### src/rtl/brg_pkg.sv
// Shared types and helpers for the baud-rate tick controller.
package brg_pkg;
  localparam int SEL_W  = 3;
  localparam int DCNT_W = 8;

  typedef enum logic [1:0] {RUN, PEND, SWITCH} brg_state_e;

  // The x8 divider counts 2^(sel+1) pre-ticks. The result needs one bit more
  // than DCNT_W so that sel=7 (256) is representable.
  function automatic logic [DCNT_W:0] x8_limit(input logic [SEL_W-1:0] sel);
    return (DCNT_W+1)'(1) << ({1'b0, sel} + 4'd1);
  endfunction
endpackage

### src/rtl/baud_div_counter.sv
// Generic mod-N counter. It counts 0..limit-1 on each advance and wraps.
// o_terminal is high combinationally on the advance that wraps the count.
module baud_div_counter #(
  parameter int W = 8
) (
  input  logic         i_clk,
  input  logic         i_clear,
  input  logic         i_advance,
  input  logic [W:0]   i_limit,
  output logic         o_terminal,
  output logic [W-1:0] o_count
);
  logic [W-1:0] r_cnt;
  logic         w_last;

  assign w_last     = ({1'b0, r_cnt} == (i_limit - (W+1)'(1)));
  assign o_terminal = i_advance & w_last;
  assign o_count    = r_cnt;

  // Clear has priority so that a switch can realign phase on any cycle.
  always_ff @(posedge i_clk) begin
    if (i_clear)        r_cnt <= '0;
    else if (i_advance) r_cnt <= w_last ? '0 : r_cnt + W'(1);
  end
endmodule

### src/rtl/baud_tick_ctrl.sv
// Runtime baud-rate controller: prescaler -> x8 divider -> oversample counter,
// emitting registered single-cycle tick enables. Baud changes are deferred
// until the frame logic is idle and then applied in a one-cycle SWITCH that
// clears the whole chain.
// Optional: define BRG_MIDTICK_EN to build the mid-bit strobe o_tick_mid.
module baud_tick_ctrl
  import brg_pkg::*;
#(
  parameter int               PRE_DIV     = 3,
  parameter int               OVERSAMPLE  = 8,
  parameter logic [SEL_W-1:0] DEFAULT_SEL = 3'd0
) (
  input  logic             i_fclk,
  input  logic             i_rst,
  input  logic             i_en,
  input  logic             i_busy,
  input  logic             i_cfg_valid,
  input  logic [SEL_W-1:0] i_cfg_sel,
  output logic             o_cfg_ready,
  output logic             o_cfg_pending,
  output logic [SEL_W-1:0] o_cur_sel,
  output logic             o_tick_x8,
  output logic             o_tick_bit,
  output logic             o_tick_mid
);
  localparam int PW = (PRE_DIV > 1) ? $clog2(PRE_DIV) : 1;
  localparam int SW = $clog2(OVERSAMPLE);

  brg_state_e       r_state;
  logic [SEL_W-1:0] r_cur_sel, r_nxt_sel;
  logic             r_cfg_ready, r_cfg_pending;
  logic             r_tick_x8, r_tick_bit;

  logic              w_clear, w_run, w_pre, w_x8_term, w_bit_term;
  logic [PW-1:0]     w_pcnt;
  logic [DCNT_W-1:0] w_dcnt;
  logic [SW-1:0]     w_scnt;

  // The chain freezes while disabled and during SWITCH, where it is cleared.
  assign w_clear = i_rst | (r_state == SWITCH);
  assign w_run   = i_en & (r_state != SWITCH);

  baud_div_counter #(.W(PW)) u_pcnt (
    .i_clk(i_fclk), .i_clear(w_clear), .i_advance(w_run),
    .i_limit((PW+1)'(PRE_DIV)), .o_terminal(w_pre), .o_count(w_pcnt)
  );

  baud_div_counter #(.W(DCNT_W)) u_dcnt (
    .i_clk(i_fclk), .i_clear(w_clear), .i_advance(w_pre),
    .i_limit(x8_limit(r_cur_sel)), .o_terminal(w_x8_term), .o_count(w_dcnt)
  );

  baud_div_counter #(.W(SW)) u_scnt (
    .i_clk(i_fclk), .i_clear(w_clear), .i_advance(w_x8_term),
    .i_limit((SW+1)'(OVERSAMPLE)), .o_terminal(w_bit_term), .o_count(w_scnt)
  );

  // Select handshake FSM; ready/pending are registered alongside the state.
  always_ff @(posedge i_fclk) begin
    if (i_rst) begin
      r_state       <= RUN;
      r_cur_sel     <= DEFAULT_SEL;
      r_nxt_sel     <= DEFAULT_SEL;
      r_cfg_ready   <= 1'b1;
      r_cfg_pending <= 1'b0;
    end else begin
      case (r_state)
        RUN: if (i_cfg_valid && r_cfg_ready) begin
          r_nxt_sel     <= i_cfg_sel;
          r_cfg_ready   <= 1'b0;
          r_cfg_pending <= 1'b1;
          r_state       <= i_busy ? PEND : SWITCH;
        end
        PEND: if (!i_busy) r_state <= SWITCH;
        SWITCH: begin
          r_cur_sel     <= r_nxt_sel;
          r_cfg_ready   <= 1'b1;
          r_cfg_pending <= 1'b0;
          r_state       <= RUN;
        end
        default: r_state <= RUN;
      endcase
    end
  end

  // Ticks fire the cycle after their terminal condition, for one cycle.
  always_ff @(posedge i_fclk) begin
    if (i_rst) begin
      r_tick_x8  <= 1'b0;
      r_tick_bit <= 1'b0;
    end else begin
      r_tick_x8  <= w_x8_term;
      r_tick_bit <= w_bit_term;
    end
  end

`ifdef BRG_MIDTICK_EN
  logic r_tick_mid;
  logic w_unused;
  assign w_unused = ^{w_pcnt, w_dcnt};

  // Mid strobe marks the x8 tick that moves scnt to OVERSAMPLE/2.
  always_ff @(posedge i_fclk) begin
    if (i_rst) r_tick_mid <= 1'b0;
    else       r_tick_mid <= w_x8_term & (w_scnt == SW'(OVERSAMPLE/2 - 1));
  end
  assign o_tick_mid = r_tick_mid;
`else
  logic w_unused;
  assign w_unused   = ^{w_pcnt, w_dcnt, w_scnt};
  assign o_tick_mid = 1'b0;
`endif

  assign o_cfg_ready   = r_cfg_ready;
  assign o_cfg_pending = r_cfg_pending;
  assign o_cur_sel     = r_cur_sel;
  assign o_tick_x8     = r_tick_x8;
  assign o_tick_bit    = r_tick_bit;
endmodule

### config.mk
export PLATFORM = sky130hd
export DESIGN_NAME = baud_tick_ctrl
export DESIGN_NICKNAME = d
export VERILOG_FILES = /design/src/rtl/brg_pkg.sv /design/src/rtl/baud_div_counter.sv /design/src/rtl/baud_tick_ctrl.sv
export SDC_FILE = /design/constraint.sdc
export NUM_CORES = 1
export LEC_CHECK = 0
export ABC_AREA = 1
export CAP_MARGIN = 20
export CELL_PAD_IN_SITES_DETAIL_PLACEMENT = 0
export CELL_PAD_IN_SITES_GLOBAL_PLACEMENT = 2
export CORE_MARGIN = 4
export CORE_UTILIZATION = 31
export DETAILED_ROUTE_END_ITERATION = 16
export PLACE_DENSITY_LB_ADDON = 0.1
export SYNTH_ARGS = -nofsm -noshare
export SYNTH_HDL_FRONTEND = slang
export SYNTH_SLANG_ARGS = --single-unit
### constraint.sdc
create_clock -name i_fclk -period 2 [get_ports i_fclk]
set_input_delay 0.3 -clock i_fclk [delete_from_list [all_inputs] [get_ports i_fclk]]
set_output_delay 0.3 -clock i_fclk [all_outputs]
set_load 0.05 [all_outputs]
==> results of run 1 <==
timing repair:
action,in CTS,in global routing
buffers inserted,0,0
resized for setup,0,5
setup endpoints to repair,0,11
hold buffers,0,0
worst paths after layout:
check	startpoint	to	cells after the start
max	o_cur_sel[0]$_SDFFE_PP0P_	o_cur_sel[0]	2
min reg2reg	r_nxt_sel[1]$_SDFFE_PP0P_	r_nxt_sel[1]$_SDFFE_PP0P_	2
min	r_nxt_sel[1]$_SDFFE_PP0P_	r_nxt_sel[1]$_SDFFE_PP0P_	2
max reg2reg	o_cur_sel[2]$_SDFFE_PP0P_	u_dcnt.o_count[7]$_SDFFE_PP0P_	14
per-stage QoR:
step                utilization (%)  setup WS (ns)  hold slack (ns)  instance area (um^2)
floorplan                         -         0.0391            0.379                  1360
global placement               38.3          0.160            0.452                  1580
detailed placement             38.3         0.0846            0.458                  1580
CTS                            39.4         0.0646            0.473                  1620
global route                   39.9         0.0297            0.502                  1640
finish                         39.9          0.146            0.472                  1640
area by class of cell:
type	count	area [um^2]	share of cell area (%)
repair buffers	18	170	10.4
flip-flops and latches	25	504	30.7
well taps	50	62.6	3.81
multi-input cells	134	753	45.8
inverters	28	108	6.55
clock buffers	4	45.0	2.74
critical path, cell delays in order, from the launching register on:
cell and delay, ns:
dfxtp_2 0.34, buf_4 0.15, clkdlybuf4s50_1 0.80
state kept, by name (all words and copies together), names as in the netlist:
| name | flops |
|---|---|
| u_dcnt.o_count | 8 |
| o_cur_sel | 3 |
| r_nxt_sel | 3 |
| u_scnt.o_count | 3 |
| r_state | 2 |
| u_pcnt.o_count | 2 |
| o_cfg_pending | 1 |
| o_cfg_ready | 1 |
| o_tick_bit | 1 |
| o_tick_x8 | 1 |
cells in the final DEF, fill, tap and decap left out:
cell type,netlist,final
nand4_1,5,5
xor2_1,1,1
nor2_8,1,1
o21a_1,1,1
clkbuf_8,0,3
inv_2,5,4
nand3_4,1,1
inv_4,0,1
ha_4,0,1
nand2_4,2,3
o21ai_0,4,4
nor3_2,2,2
nor3b_2,1,1
dfxtp_1,25,22
o21ai_1,1,1
nor2_4,3,3
buf_4,2,4
clkdlybuf4s50_1,0,14
or2_2,1,1
o211ai_1,1,1
a21oi_1,10,10
nand3b_1,1,1
xnor2_1,1,1
nor2_2,1,2
nand3_1,11,11
inv_1,23,23
nor3_1,1,1
dfxtp_2,0,3
nand2_2,7,6
nor4_1,2,2
clkbuf_1,1,1
nand2_1,44,44
conb_1,2,2
nor2_1,23,22
a211oi_1,3,3
ha_1,4,3
routing by layer:
layer  up-vias  GRT usage, %  share of wire, %
met5         -             0                 0
met4         0          3.62               1.2
met3         4          2.57               2.9
met2        15          22.0                48
met1       560          15.6                47
li1        642             -                 -
kinds of logic after synthesis:
| group | count (synthesis) |
|---|---|
| and+or+nand+nor | 106 |
| buffers and inverters | 31 |
| DFF | 25 |
| AOI/OAI and AO/OA | 20 |
| adders and majority gates | 4 |
| xor gates and xnor gates | 2 |
| other | 2 |
report_power, final:
part           internal (mW)  total, mW  switching, mW
clock                  0.142      0.293          0.150
sequential             0.518      0.532         0.0146
combinational         0.0814      0.219          0.138
==> impl_metrics.yaml, run 1 <==
logic_synthesis:
  ys_warn_count: 0
  synth_top_family_by_area: "simple AND/OR/NAND/NOR gates"
  ys_seq_elements: 25
  synth_cell_types: 31
  synthFlopType: "dfxtp_1"
  synth_nets: 202
  synth_top_cell_by_area: "dfxtp_1"
  muxShareOfSynthArea_pct: 0
  synth.avg_cell_area_um2: 7.15
  synth-edff-count: 0
  synthCells: 190
  ys_seq_area_share_pct: 36.9
  synthArstFlopShare_pct: 0
  synthTopCellsByCount: "44 x nand2_1, 25 x dfxtp_1, 23 x inv_1, 23 x nor2_1, 11 x nand3_1"
  yosysMostFrequentCell: "nand2_1"
  synth.area.top_cells: "dfxtp_1 37%, nand2_1 12%, inv_1 6.4%"
  synthAdderAreaFrac_pct: 3.69
  synth-compound-area-share_pct: 8.29
  yosys.area_share.simple_pct: 40.2
  synthXorXnorAreaFrac_pct: 1.29
  synth_top_area_share_pct: 36.9
  syn_area_mm2: 0.00136
clock_network:
  cts_root_buf: "clkbuf_8"
  cts.sinks: 25
  cts_tree: "done"
  path_clk_slew_ns: 0.08
  clk_path_buf_depth: 2
  numCtsBuffers: 3
  cts_max_level: 1
  clk_latency_ns: 0.26
pwr:
  powerDensity_mw_per_mm2: 636
  leakagePower_nw: 0.694
  ir_drop_uv: 269
  finalPower_mw: 1.04
detailed_routing:
  post_drt_wl_per_cell_um: 11.7
  viasPerCell: 4.71
  num_vias: 1221
  drtAntennaViolNets: 0
  drt_iter0_drc: 42
  drc: 0
  drtPass1Iterations: 4
  finalWirelength_um: 3040
worst_hold_path:
  hold_class: "reg -> reg"
final_layout:
  final_cells: 259
  syn2layout_area_growth_pct: 21.0
  drive_above_1_share_pct: 17.2
  nets: 222
  diodes: 0
  n_fill_cell: 457
floorplan:
  pin_count: 16
  die-area_mm2: 0.00550
  fp.dieH_um: 74.2
  rows: 23
  die_w_um: 74.2
  initial_core_util_pct: 33.0
  core_area_mm2: 0.00412
timing:
  drv_slew: 0
  post-route-min-period_ns: 1.85
  tns_ns: 0
  slew-limit-headroom_pct: 66.5
  tightest_slew_ns: 0.501
  fmax_ghz: 0.539
  hold_violations: 0
  fin_crit_sh_pct: 92.7
  rsz0062_at_grt: "false"
  setup_viol: 0
  skew_ns: 0.00247
setup_path:
  crit_type: "reg -> out"
  cp.arrival_ns: 1.55
  cp.required_ns: 1.70
  path_max_fanout: 8
  setup.worst_path.end_class: "primary output"
  cp-start-kind: "register"
  r2r_slack_ns: 0.24
grt:
  gr-total-overflow: 0
  grt_pass1_wl_um: 5380
  antenna_found_initial: 0
  grt.total_usage_pct: 12.6
  grt_pass1_vias: 1248
  grt_start_max_net_pins: 14
run_status:
  status: "complete, no violations"
placed_design:
  gp_congestion: 0.848
  dp_hpwl_um: 2450
  port_buffers: 14
  dp.cells: 255
job:
  max_cap_violations: 0
(Power assumes the default switching activity.)
==> run 2: changes to the inputs <==
- clock period: 2 -> 1.93 ns (I/O delays scaled with it)
==> impl_metrics.yaml, run 2 (same netlist as run 1, synthesis figures left out) <==
pwr:
  ir_drop_uv: 329
  powerDensity_mw_per_mm2: 652
  leakagePower_nw: 0.704
timing:
  tightest_slew_ns: 0.499
  skew_ns: 0.00117
  drv_slew: 0
  fin_crit_sh_pct: 96.9
  rsz0062_at_grt: "false"
  slew-limit-headroom_pct: 66.6
  setup_ws_ns: 0.0601
  setup_viol: 0
  tns_ns: 0
  post-route-min-period_ns: 1.87
  hold_violations: 0
  fmax_ghz: 0.535
grt:
  grt_pass1_vias: 1113
  grt-busiest-layer: "met2"
  grt_start_max_net_pins: 14
  grt_use_met3_pct: 2.97
  grt_pass1_wl_um: 4950
  met2_usage_pct: 20.0
  antenna_found_initial: 0
  gr-total-overflow: 0
  grt.total_usage_pct: 11.8
  met1_usage_pct: 14.6
detailed_routing:
  num_vias: 1207
  drtPass1Iterations: 4
  finalWirelength_um: 3010
  drt_iter0_drc: 51
  post_drt_wl_per_cell_um: 11.5
  drc: 0
  viasPerCell: 4.61
  drtAntennaViolNets: 0
floorplan:
  die_w_um: 74.2
  pin_count: 16
  initial_core_util_pct: 33.0
  core_area_mm2: 0.00412
  die-area_mm2: 0.00550
  rows: 23
  fp.dieH_um: 74.2
setup_path:
  cp-start-kind: "register"
  cp.arrival_ns: 1.58
  reg2reg_from: "o_cur_sel[1]$_SDFFE_PP0P_"
  crit_type: "reg -> out"
  critical_path_buf_inv_count: 2
  setup.worst_path.end_class: "primary output"
  critPathSlowestCell: "clkdlybuf4s50_1"
  path_max_fanout: 8
  cp.required_ns: 1.64
  max_stage_delay_ns: 0.81
  rr_endpoint: "u_scnt.o_count[0]$_SDFFE_PP0P_"
  crit_chain: "buf_4 -> clkdlybuf4s50_1"
  critPathTopFamily: "buffers and inverters"
  r2r.worst_path.cells: 10
  r2r_slack_ns: 0.19
job:
  max_cap_violations: 0
worst_hold_path:
  min_path_cells: 2
  hold_class: "reg -> reg"
  hp-start: "r_nxt_sel[2]$_SDFFE_PP0P_"
  hold_end: "r_nxt_sel[2]$_SDFFE_PP0P_"
clock_network:
  cts_root_buf: "clkbuf_8"
  postCtsHoldBufs: 0
  clk_path_buf_depth: 2
  numCtsBuffers: 3
  path_clk_slew_ns: 0.08
  cts_max_level: 1
  cts_tree: "done"
  clk_latency_ns: 0.26
  cts.sinks: 25
placed_design:
  post-place-ws_ns: 0.0519
  port_buffers: 14
  dp_hpwl_um: 2340
  gp_congestion: 0.832
final_layout:
  drive_above_1_share_pct: 18.9
  final_common_cell: "nand2_1"
  syn2layout_area_growth_pct: 23.4
  layout_common_cells: "43 x nand2_1, 23 x inv_1, 22 x nor2_1, 22 x dfxtp_1, 14 x clkdlybuf4s50_1"
  multi_input_area_um2: 771
  nets: 225
  diodes: 0
  n_fill_cell: 430
  regArea_um2: 507
  largest_reg_flops: 8
run_status:
  status: "complete, no violations"
-- run 2: worst max path at each step --
stage | startpoint | endpoint | slack (ns) | cells after the start
finish | o_cur_sel[0]$_SDFFE_PP0P_ | o_cur_sel[0] | 0.06 | 2
global route | o_cur_sel[0]$_SDFFE_PP0P_ | o_cur_sel[0] | 0.004 | 2
CTS | o_cur_sel[0]$_SDFFE_PP0P_ | u_dcnt.o_count[7]$_SDFFE_PP0P_ | 0.04 | 13
detailed placement | o_cur_sel[0]$_SDFFE_PP0P_ | u_dcnt.o_count[7]$_SDFFE_PP0P_ | 0.05 | 13
global placement | o_cur_sel[0]$_SDFFE_PP0P_ | u_dcnt.o_count[7]$_SDFFE_PP0P_ | 0.11 | 13
floorplan | o_cur_sel[2]$_SDFFE_PP0P_ | u_dcnt.o_count[7]$_SDFFE_PP0P_ | 0.03 | 14
-- run 2: worst min-delay path, stage by stage (launching register included) --
cell and delay (ns):
dfxtp_1 0.32, nand2_1 0.06, a21oi_1 0.05
-- run 2: area by class of cell --
type	instances	area share [%]
timing repair buffer	20	11.1
multi-input combinational	135	46.0
sequential	25	30.2
tap	50	3.73
inverter	28	6.27
clock buffer	4	2.69
-- run 2: per-layer routing --
layer  vias up  routed length [um]  share of wire, %
met3         2                 127               4.2
met1       540                1390                46
met2        22                1460                49
met5         -                   0                 0
met4         0                  27              0.90
li1        643                   -                 -
-- run 2: timing repair --
action | 4_1_cts | 5_1_grt
resized for setup | 0 | 6
endpoints found under the setup margin | 0 | 12
setup buffers | 0 | 0
-- run 2: power breakdown --
| group | internal [mW] | switching, mW | leakage (nW) |
|---|---|---|---|
| sequential | 0.536 | 0.0143 | 0.205 |
| combinational | 0.0882 | 0.150 | 0.476 |
| clock | 0.147 | 0.157 | 0.0228 |
-- run 2: per-stage QoR --
step           utilization (%)  hold slack [ns]  power [mW]  std cells  cell area, um^2
2_1_floorplan                -            0.368       0.717        190             1360
3_3_place_gp              38.7            0.450       0.786        257             1590
3_5_place_dp              38.7            0.457       0.786        257             1590
4_1_cts                   39.8            0.471        1.10        261             1640
5_1_grt                   40.7            0.488        1.16        262             1680
6_report                  40.7            0.467        1.09        262             1680
